$ cat config.mk
export PLATFORM = sky130hd
export DESIGN_NAME = prince_core_sched
export DESIGN_NICKNAME = d
export VERILOG_FILES = /design/src/rtl/prince_core_sched.sv
export SDC_FILE = /design/constraint.sdc
export NUM_CORES = 1
export LEC_CHECK = 0
export CORE_AREA = 2 2 281 283
export DETAILED_ROUTE_END_ITERATION = 7
export DIE_AREA = 0 0 283 285
export MAX_ROUTING_LAYER = met4
export PLACE_DENSITY = 0.48
export SYNTH_ARGS = -nofsm -noshare
export SYNTH_HDL_FRONTEND = slang
export SYNTH_SLANG_ARGS = --single-unit
$ cat constraint.sdc
create_clock -name clk -period 1.78 [get_ports clk]
set_input_delay 0.178 -clock clk [delete_from_list [all_inputs] [get_ports clk]]
set_output_delay 0.178 -clock clk [all_outputs]
set_load 0.01 [all_outputs]
$ cat src/rtl/prince_core_sched.sv
`timescale 1ns/1ps
// Purpose: round-robin scheduler sharing one combinational PRINCE core between two requesters, decrypt via alpha-reflection.
// Latency: rsp_valid rises SETTLE_CYCLES cycles after the accept edge; one job in flight, issue interval SETTLE_CYCLES+2.
// Backpressure: result held on rsp_* until rsp_ready; requesters see no ready outside IDLE.
module prince_core_sched #(
  parameter int          SETTLE_CYCLES = 2,
  parameter logic [63:0] ALPHA         = 64'hc0ac29b7c97c50dd
) (
  input  logic        clk,
  input  logic        rst_n,
  input  logic        req0_valid,
  output logic        req0_ready,
  input  logic [63:0] req0_data,
  input  logic [63:0] req0_k0,
  input  logic [63:0] req0_k1,
  input  logic        req0_dec,
  input  logic        req1_valid,
  output logic        req1_ready,
  input  logic [63:0] req1_data,
  input  logic [63:0] req1_k0,
  input  logic [63:0] req1_k1,
  input  logic        req1_dec,
  output logic [63:0] core_plaintext,
  output logic [63:0] core_k0,
  output logic [63:0] core_k1,
  input  logic [63:0] core_ciphertext,
  output logic        rsp_valid,
  input  logic        rsp_ready,
  output logic [63:0] rsp_data,
  output logic        rsp_id,
  output logic        busy
);

  localparam logic [1:0] S_IDLE   = 2'd0;
  localparam logic [1:0] S_SETTLE = 2'd1;
  localparam logic [1:0] S_RESP   = 2'd2;

  // Counter value on which the core output is considered settled.
  localparam logic [3:0] CNT_LAST = 4'(SETTLE_CYCLES - 1);

  logic [1:0]  state;
  logic [3:0]  cnt;
  logic        last_grant;

  // Latched job fields; these drive the core for the whole settle window.
  logic        id_q;
  logic [63:0] data_q;
  logic [63:0] k0_q;
  logic [63:0] k1_q;
  logic        dec_q;

  logic        idle;
  logic        grant;
  logic        accept;
  logic        capture;
  logic [63:0] kp;
  logic [63:0] wht;
  logic [63:0] result;

  assign idle = (state == S_IDLE);
  assign busy = !idle;

  // Round-robin pick: a lone requester always wins, a tie goes to whoever did not win last.
  always_comb begin
    grant = 1'b0;
    if (req0_valid && req1_valid) begin
      grant = ~last_grant;
    end else if (req1_valid) begin
      grant = 1'b1;
    end
  end

  assign req0_ready = idle && req0_valid && !grant;
  assign req1_ready = idle && req1_valid && grant;
  assign accept     = req0_ready || req1_ready;
  assign capture    = (state == S_SETTLE) && (cnt == CNT_LAST);

  // k0' derived from k0; decrypt folds (k0 ^ k0') into both the input and the output so the
  // core's own k0/k0' whitening ends up swapped, which together with k1^ALPHA gives the inverse.
  assign kp  = {k0_q[0], k0_q[63:1]} ^ {63'b0, k0_q[63]};
  assign wht = k0_q ^ kp;

  assign core_plaintext = dec_q ? (data_q ^ wht) : data_q;
  assign core_k0        = k0_q;
  assign core_k1        = dec_q ? (k1_q ^ ALPHA) : k1_q;
  assign result         = dec_q ? (core_ciphertext ^ wht) : core_ciphertext;

  // Control FSM: arbitration bookkeeping, settle counter and response handoff.
  always_ff @(posedge clk) begin
    if (!rst_n) begin
      state      <= S_IDLE;
      cnt        <= 4'd0;
      last_grant <= 1'b1;
    end else begin
      case (state)
        S_IDLE: begin
          if (accept) begin
            state      <= S_SETTLE;
            cnt        <= 4'd0;
            last_grant <= grant;
          end
        end
        S_SETTLE: begin
          cnt <= cnt + 4'd1;
          if (cnt == CNT_LAST) begin
            state <= S_RESP;
          end
        end
        S_RESP: begin
          if (rsp_ready) begin
            state <= S_IDLE;
          end
        end
        default: state <= S_IDLE;
      endcase
    end
  end

  // Job register: copies the winner's fields on the accept handshake only.
  always_ff @(posedge clk) begin
    if (!rst_n) begin
      id_q   <= 1'b0;
      data_q <= 64'd0;
      k0_q   <= 64'd0;
      k1_q   <= 64'd0;
      dec_q  <= 1'b0;
    end else if (accept) begin
      id_q   <= grant;
      data_q <= grant ? req1_data : req0_data;
      k0_q   <= grant ? req1_k0   : req0_k0;
      k1_q   <= grant ? req1_k1   : req0_k1;
      dec_q  <= grant ? req1_dec  : req0_dec;
    end
  end

  // Response register: samples the settled core output, holds it under backpressure and
  // keeps rsp_data after the handoff.
  always_ff @(posedge clk) begin
    if (!rst_n) begin
      rsp_valid <= 1'b0;
      rsp_data  <= 64'd0;
      rsp_id    <= 1'b0;
    end else if (capture) begin
      rsp_valid <= 1'b1;
      rsp_data  <= result;
      rsp_id    <= id_q;
    end else if ((state == S_RESP) && rsp_ready) begin
      rsp_valid <= 1'b0;
    end
  end

endmodule

==> run metrics, run 1 <==
status=complete, but fails checks; failing checks=setup timing; clock latency on the worst-skew pair=0.55 ns; Ys Warns=0; Root Driver=clkbuf_16; pwr dens=879 mW/mm²; CTS tree=done; Worst Path Arrival=1.82 ns; post-synthesis adder-cell area fraction=0.00167; grt ovf=0; WP data required=1.60 ns; Netlist cell types=37; Via Count=17,200; worst slew pin tran=0.616 ns; Area growth, synth to finish=84.8%; leading area contributor after synthesis=dfxtp_1; die area=0.0807 mm²; simple-gate share of the synthesized area=0.149; Fillers=7,976; via/cell ratio=4.65; fin crit share=1.12; EDFF count, synth=0; leakage power=10.7 nW; register area share after synthesis=0.356; Worst-path clk slew=0.06 ns; Min-Delay Path Class=in -> reg; VDD IR max=0.000575 V; mux cell area share after synthesis=0; TritonCTS Sinks=267; starting density of the core=0.193; startpoint types=flip-flop; Post-layout nets=3,065; Post-synth top flop=dfxtp_1; total CTS buffers=36; FF+latch count, synth=267; Antenna Nets Post-Route=0; type of destination of the critical path=primary output; syn_nets=2,237; final instance area=0.0277 mm²; most frequent cells in the layout=clkdlybuf4s50_1, nand2_1, a21oi_1; largest family of logic cells by synthesized area=compound AO/OA/AOI/OAI gates; Final Hold Viols=0; vias in the first global route=17,500; Die Width=283 µm; first-pass GRT wire length=113 mm; cell area after synthesis=0.0150 mm²; # port buffers=715; maximum clock insertion buffer count=3; critical path type=reg -> out; DRT Pass-1 Iters=6; Remaining DRCs=0; main area contributors after synthesis=dfxtp_1, a311oi_2, nand2_1; htree depth=2; I/O Pins=716; asr flop ratio synth=0; RSZ-0062 raised after global routing=true; Setup violations, final=96; fmax=501 MHz; Rows=103; Layout Skew=0.0193 ns; Max-slew headroom=0.586; Placed Area=0.0246 mm²; layout cells sized above 1=0.295; Core Area=0.0780 mm²; WL final=81.6 mm; final worst slack=-0.216 ns; GPL Wtd Cong=0.893; routed len/inst=22.1 µm; post-synth top area share=0.356; footprint of the multi-input gates=0.00955 mm²; Final Slew Violations=0; Register Area=0.00542 mm²; largest net degree at the start of global routing=50; most common cell after layout, fill and taps aside=clkdlybuf4s50_1; Critical Path Fanout Max=7; minimum clock period=2.00 ns; XOR/XNOR share of the synthesized area=0.0949; Compound-Gate Fraction of Synth Area=0.322; initial antenna violation count=14; Chip Height=285 µm; Hold WS=0.204 ns; 1st-iter DRT viols=800; Final HPWL DP=58.6 mm; max-cap violations=0; GR Util All Layers=0.189; Synth Instances=1,780; Avg Inst Size Synth=8.44 µm²
power breakdown:
part / switching, mW / internal (mW) / leakage [nW]
Sequential: 0.655 / 6.66 / 2.22
Combinational: 4.74 / 4.89 / 7.88
Clock: 2.96 / 4.47 / 0.582
Total: 8.36 / 16.0 / 10.7
worst max-delay path, stage by stage, from the launching register on:
cell     delay, ns
dfxtp_4       0.42
inv_12        0.07
buf_12        0.16
buf_12        0.15
nor2_4        0.10
xor2_1        0.18
buf_2         0.16
routing by layer:
layer | GRT usage | wire length [µm] | vias up
li1 | - | - | 8072
met5 | - | 0 | -
met1 | 0.216 | 33000 | 8345
met3 | 0.0464 | 5180 | 129
met2 | 0.320 | 40700 | 637
met4 | 0.0703 | 2800 | 0
flip-flops by register name, indices dropped and copies added, names as in the netlist, 2 cells and up:
signal,cells
state,2
cnt,4
k1_q,64
data_q,64
core_k0,64
rsp_data,64
what timing repair did:
action,in CTS,in global routing
resized for setup,605,185
setup endpoints to repair,148,193
gates cloned,7,17
setup buffers,8,46
pin swaps,43,109
hold buffers,0,0
synthesized netlist by cell type, types with 2 or more instances:
cell and n:
a211oi_1 3, a21bo_2 3, a21oi_1 258, a22oi_1 2, a311oi_1 120, a311oi_2 137, and2_1 2, buf_2 41
buf_4 38, buf_6 18, clkbuf_1 116, dfxtp_1 267, ha_1 2, inv_1 3, nand2_1 389, nand3_1 2
nand3b_1 3, nor2_1 70, o21a_1 4, o21ai_0 64, or3_1 64, xnor2_1 64, xor2_1 96
final cells by class:
type | instances | share of cell area
repair buffers | 1003 | 0.367
multi-input cells | 1294 | 0.344
flip-flops and latches | 267 | 0.195
well taps | 1050 | 0.0473
clock buffers | 53 | 0.0388
clock inverters | 9 | 0.00379
inverters | 5 | 0.00140
diodes | 12 | 0.00108
repair inverters | 1 | 0.000586
path summary, 6_finish.rpt:
| kind | startpoint | end | slack (ns) | cells past startpoint |
|---|---|---|---|---|
| max | dec_q | core_plaintext[9] | -0.22 | 6 |
| min | req1_data[39] | data_q[39] | 0.20 | 3 |
| min reg2reg | id_q | rsp_id | 0.47 | 2 |
| max reg2reg | dec_q | rsp_data[32] | 0.03 | 6 |
metrics by stage:
stage / util / setup TNS [ns] / worst slack, ns / std cells / power, mW
6_report: 0.356 / -10.62 / -0.216 / 3694 / 24.4
5_1_grt: 0.356 / -18.37 / -0.292 / 3694 / 25.5
4_1_cts: 0.337 / -16.40 / -0.287 / 3623 / 23.8
3_5_place_dp: 0.315 / -43.51 / -0.799 / 3546 / 16.0
3_3_place_gp: 0.315 / -39.95 / -0.850 / 3546 / 16.0
2_1_floorplan: - / 0 / 0.169 / 1780 / 11.1
cells by family (layout without fill, tap and decap cells):
kind of cell,Yosys count,in the layout
other cells,0,12
flops,267,267
compound gates,593,593
simple gates,538,538
buf+inv,219,1071
xor+xnor,161,161
fa+ha+maj,2,2
Note: power is estimated with default switching activity, not from simulation.
==> run 2, diff against run 1 <==
--- a/config.mk
+++ b/config.mk
@@ -5,11 +5,11 @@
 export SDC_FILE = /design/constraint.sdc
 export NUM_CORES = 1
 export LEC_CHECK = 0
-export CORE_AREA = 2 2 281 283
+export CORE_AREA = 10 10 273 275
 export DETAILED_ROUTE_END_ITERATION = 7
 export DIE_AREA = 0 0 283 285
 export MAX_ROUTING_LAYER = met4
-export PLACE_DENSITY = 0.48
+export PLACE_DENSITY = 0.52
 export SYNTH_ARGS = -nofsm -noshare
 export SYNTH_HDL_FRONTEND = slang
 export SYNTH_SLANG_ARGS = --single-unit
==> run metrics, run 2 (synthesis results as in run 1) <==
status=complete, but fails checks; failing checks=setup timing; slowest CP cell=dfxtp_4; max-cap violations=0 (unchanged); startpoint types=flip-flop; top cell family by delay on the critical path=buffers and inverters; Final HPWL DP=60.7 mm (+3.6%); fin crit share=1.13 (+0.00583); Critical Path Fanout Max=11 (+4); vias in the first global route=17,400 (-0.98%); met1 Track Usage GR=0.223 (+0.00736); most frequent cells in the layout=clkdlybuf4s50_1, nand2_1, a21oi_1; RSZ-0062 raised after global routing=true; Final Hold Viols=0 (unchanged); WL final=84.3 mm (+3.3%); Worst Path Arrival=1.83 ns (about the same); Rows=97 (-5.8%); Max-slew headroom=0.436 (-0.150); Chip Height=285 µm (unchanged); Core Area=0.0693 mm² (-11%); GR peak layer=met2; Final Slew Violations=0 (unchanged); critical path type=reg -> out; final worst slack=-0.227 ns (-0.0104 ns); first-pass GRT wire length=116 mm (+2.5%); final setup TNS=-11.98 ns (-1.36 ns); Worst-path clk slew=0.06 ns (about the same); Root Driver=clkbuf_16; grt ovf=0 (unchanged); pre-CTS setup slack=-0.507 ns (+0.291 ns); Reg2Reg Capture Point=rsp_data[47]; worst path cell trace=inv_12 -> buf_16 -> buf_12 -> nor2_4 -> xor2_1 -> buf_2; total CTS buffers=35 (-2.8%); number of instances in the placed design=3,392 (-4.3%); leakage power=10.3 nW (-4.0%); Via Count=16,800 (-2.5%); minimum clock period=2.01 ns (+0.0104 ns); starting density of the core=0.217 (+0.0241); RR Startpoint=dec_q; GR Util met2=0.326 (+0.00593); Area growth, synth to finish=74.5%; CTS hold repair buffers=0 (unchanged); CTS tree=done; Post-layout nets=2,981 (-2.7%); slowest stage delay, CP=0.43 ns (about the same); Setup violations, final=92 (-4.2%); clock latency on the worst-skew pair=0.54 ns (about the same); htree depth=2 (unchanged); worst slew pin tran=0.846 ns (+0.230 ns); pwr dens=893 mW/mm² (+1.6%); Remaining DRCs=0 (unchanged); TritonCTS Sinks=267 (unchanged); 1st-iter DRT viols=877 (+9.6%); Fillers=6,990 (-12%); layout cells sized above 1=0.244 (-0.0511); WP data required=1.60 ns (about the same); R2R cell count=5 (-1); I/O Pins=716 (unchanged); Worst Hold Path Cells=3 (unchanged); largest net degree at the start of global routing=108 (+120%); Min-Delay Path Class=in -> reg; type of destination of the critical path=primary output; met3 Usage GRT=0.0519 (+0.00546); flop2flop setup slack=0.07 ns (+0.04 ns); fmax=498 MHz (-0.52%); DRT Pass-1 Iters=5 (-1); Layout Cells excl Fill=3,498 (-5.3%); most common cell after layout, fill and taps aside=clkdlybuf4s50_1; routed len/inst=24.1 µm (+9.1%); GPL Wtd Cong=0.874 (-2.1%); Die Width=283 µm (unchanged); final instance area=0.0262 mm² (-5.5%); initial antenna violation count=11 (-3); Buf+Inv Stages, Crit Path=4 (unchanged); Worst Hold Endpoint=k1_q[7]; hold_sp=req0_k1[7]; total power=23.4 mW (-4.0%); via/cell ratio=4.79 (+2.9%); Layout Skew=0.0128 ns (-0.00646 ns); Placed Area=0.0239 mm² (-2.5%); # port buffers=715 (unchanged); GR Util All Layers=0.193 (+0.00432); VDD IR max=0.000585 V (+1.7%); die area=0.0807 mm² (unchanged); maximum clock insertion buffer count=3 (unchanged); Antenna Nets Post-Route=0 (unchanged)
## run 2: changes by cell type in the layout (fill, tap and decap cells not counted), moves of 16 or more
cell	before	now
buf_2	89	51
buf_4	185	155
xor2_2	26	10
dlymetal6s2s_1	11	41
nor2_2	4	28
nor2_4	62	35
xnor2_1	38	55
dfxtp_2	42	22
dlygate4sd2_1	36	1
clkdlybuf4s15_2	0	25
dfxtp_1	218	240
## run 2: routing by layer
layer	part of all wire	wire length, µm
met3	0.067	5690
met5	0	0
met1	0.41	35000
met4	0.027	2250
met2	0.49	41400
## run 2: per-stage QoR
stage                     hold slack (ns)  utilization
after global placement              0.453        0.346
after floorplan                     0.267            -
after CTS                           0.179        0.366
after detailed placement            0.459        0.346
after global routing                0.199        0.378
final                               0.216        0.378
## run 2: worst register-to-register path, cell delays in order (launching register included)
cell and delay, ns:
dfxtp_4 0.43, inv_12 0.09, buf_16 0.20, buf_4 0.25, or3_1 0.36, a311oi_1 0.28
## run 2: repair_timing
item,4_1_cts,5_1_grt
setup endpoints to repair,190,319
setup buffers,8,17
pin swaps,25,33
endpoints found under the hold margin,0,0
gates resized for setup,458,162
gates cloned,3,13
## run 2: worst max-delay path by stage
stage / start / to / slack (ns) / cells past startpoint
2_1_floorplan: cnt[0] / rsp_data[36] / 0.17 / 6
3_3_place_gp: req0_valid / core_k0[63] / -0.53 / 7
3_5_place_dp: req0_valid / core_k0[63] / -0.51 / 7
4_1_cts: dec_q / core_k1[45] / -0.30 / 4
5_1_grt: dec_q / core_plaintext[52] / -0.31 / 6
6_report: dec_q / core_plaintext[6] / -0.23 / 6
## run 2: cell type report
class / count / area [µm²] / area share
clock buffers: 55 / 1070 / 0.0410
clock inverters: 6 / 58.8 / 0.00224
flip-flops and latches: 267 / 5390 / 0.206
repair buffers: 921 / 9350 / 0.357
inverters: 5 / 38.8 / 0.00148
diodes: 10 / 25.0 / 0.000955
multi-input cells: 1294 / 9100 / 0.347
well taps: 940 / 1180 / 0.0449
## run 2: power breakdown
group          internal, mW  switching [mW]
Clock                  4.28            2.93
Sequential             6.65           0.603
Combinational          4.40            4.55
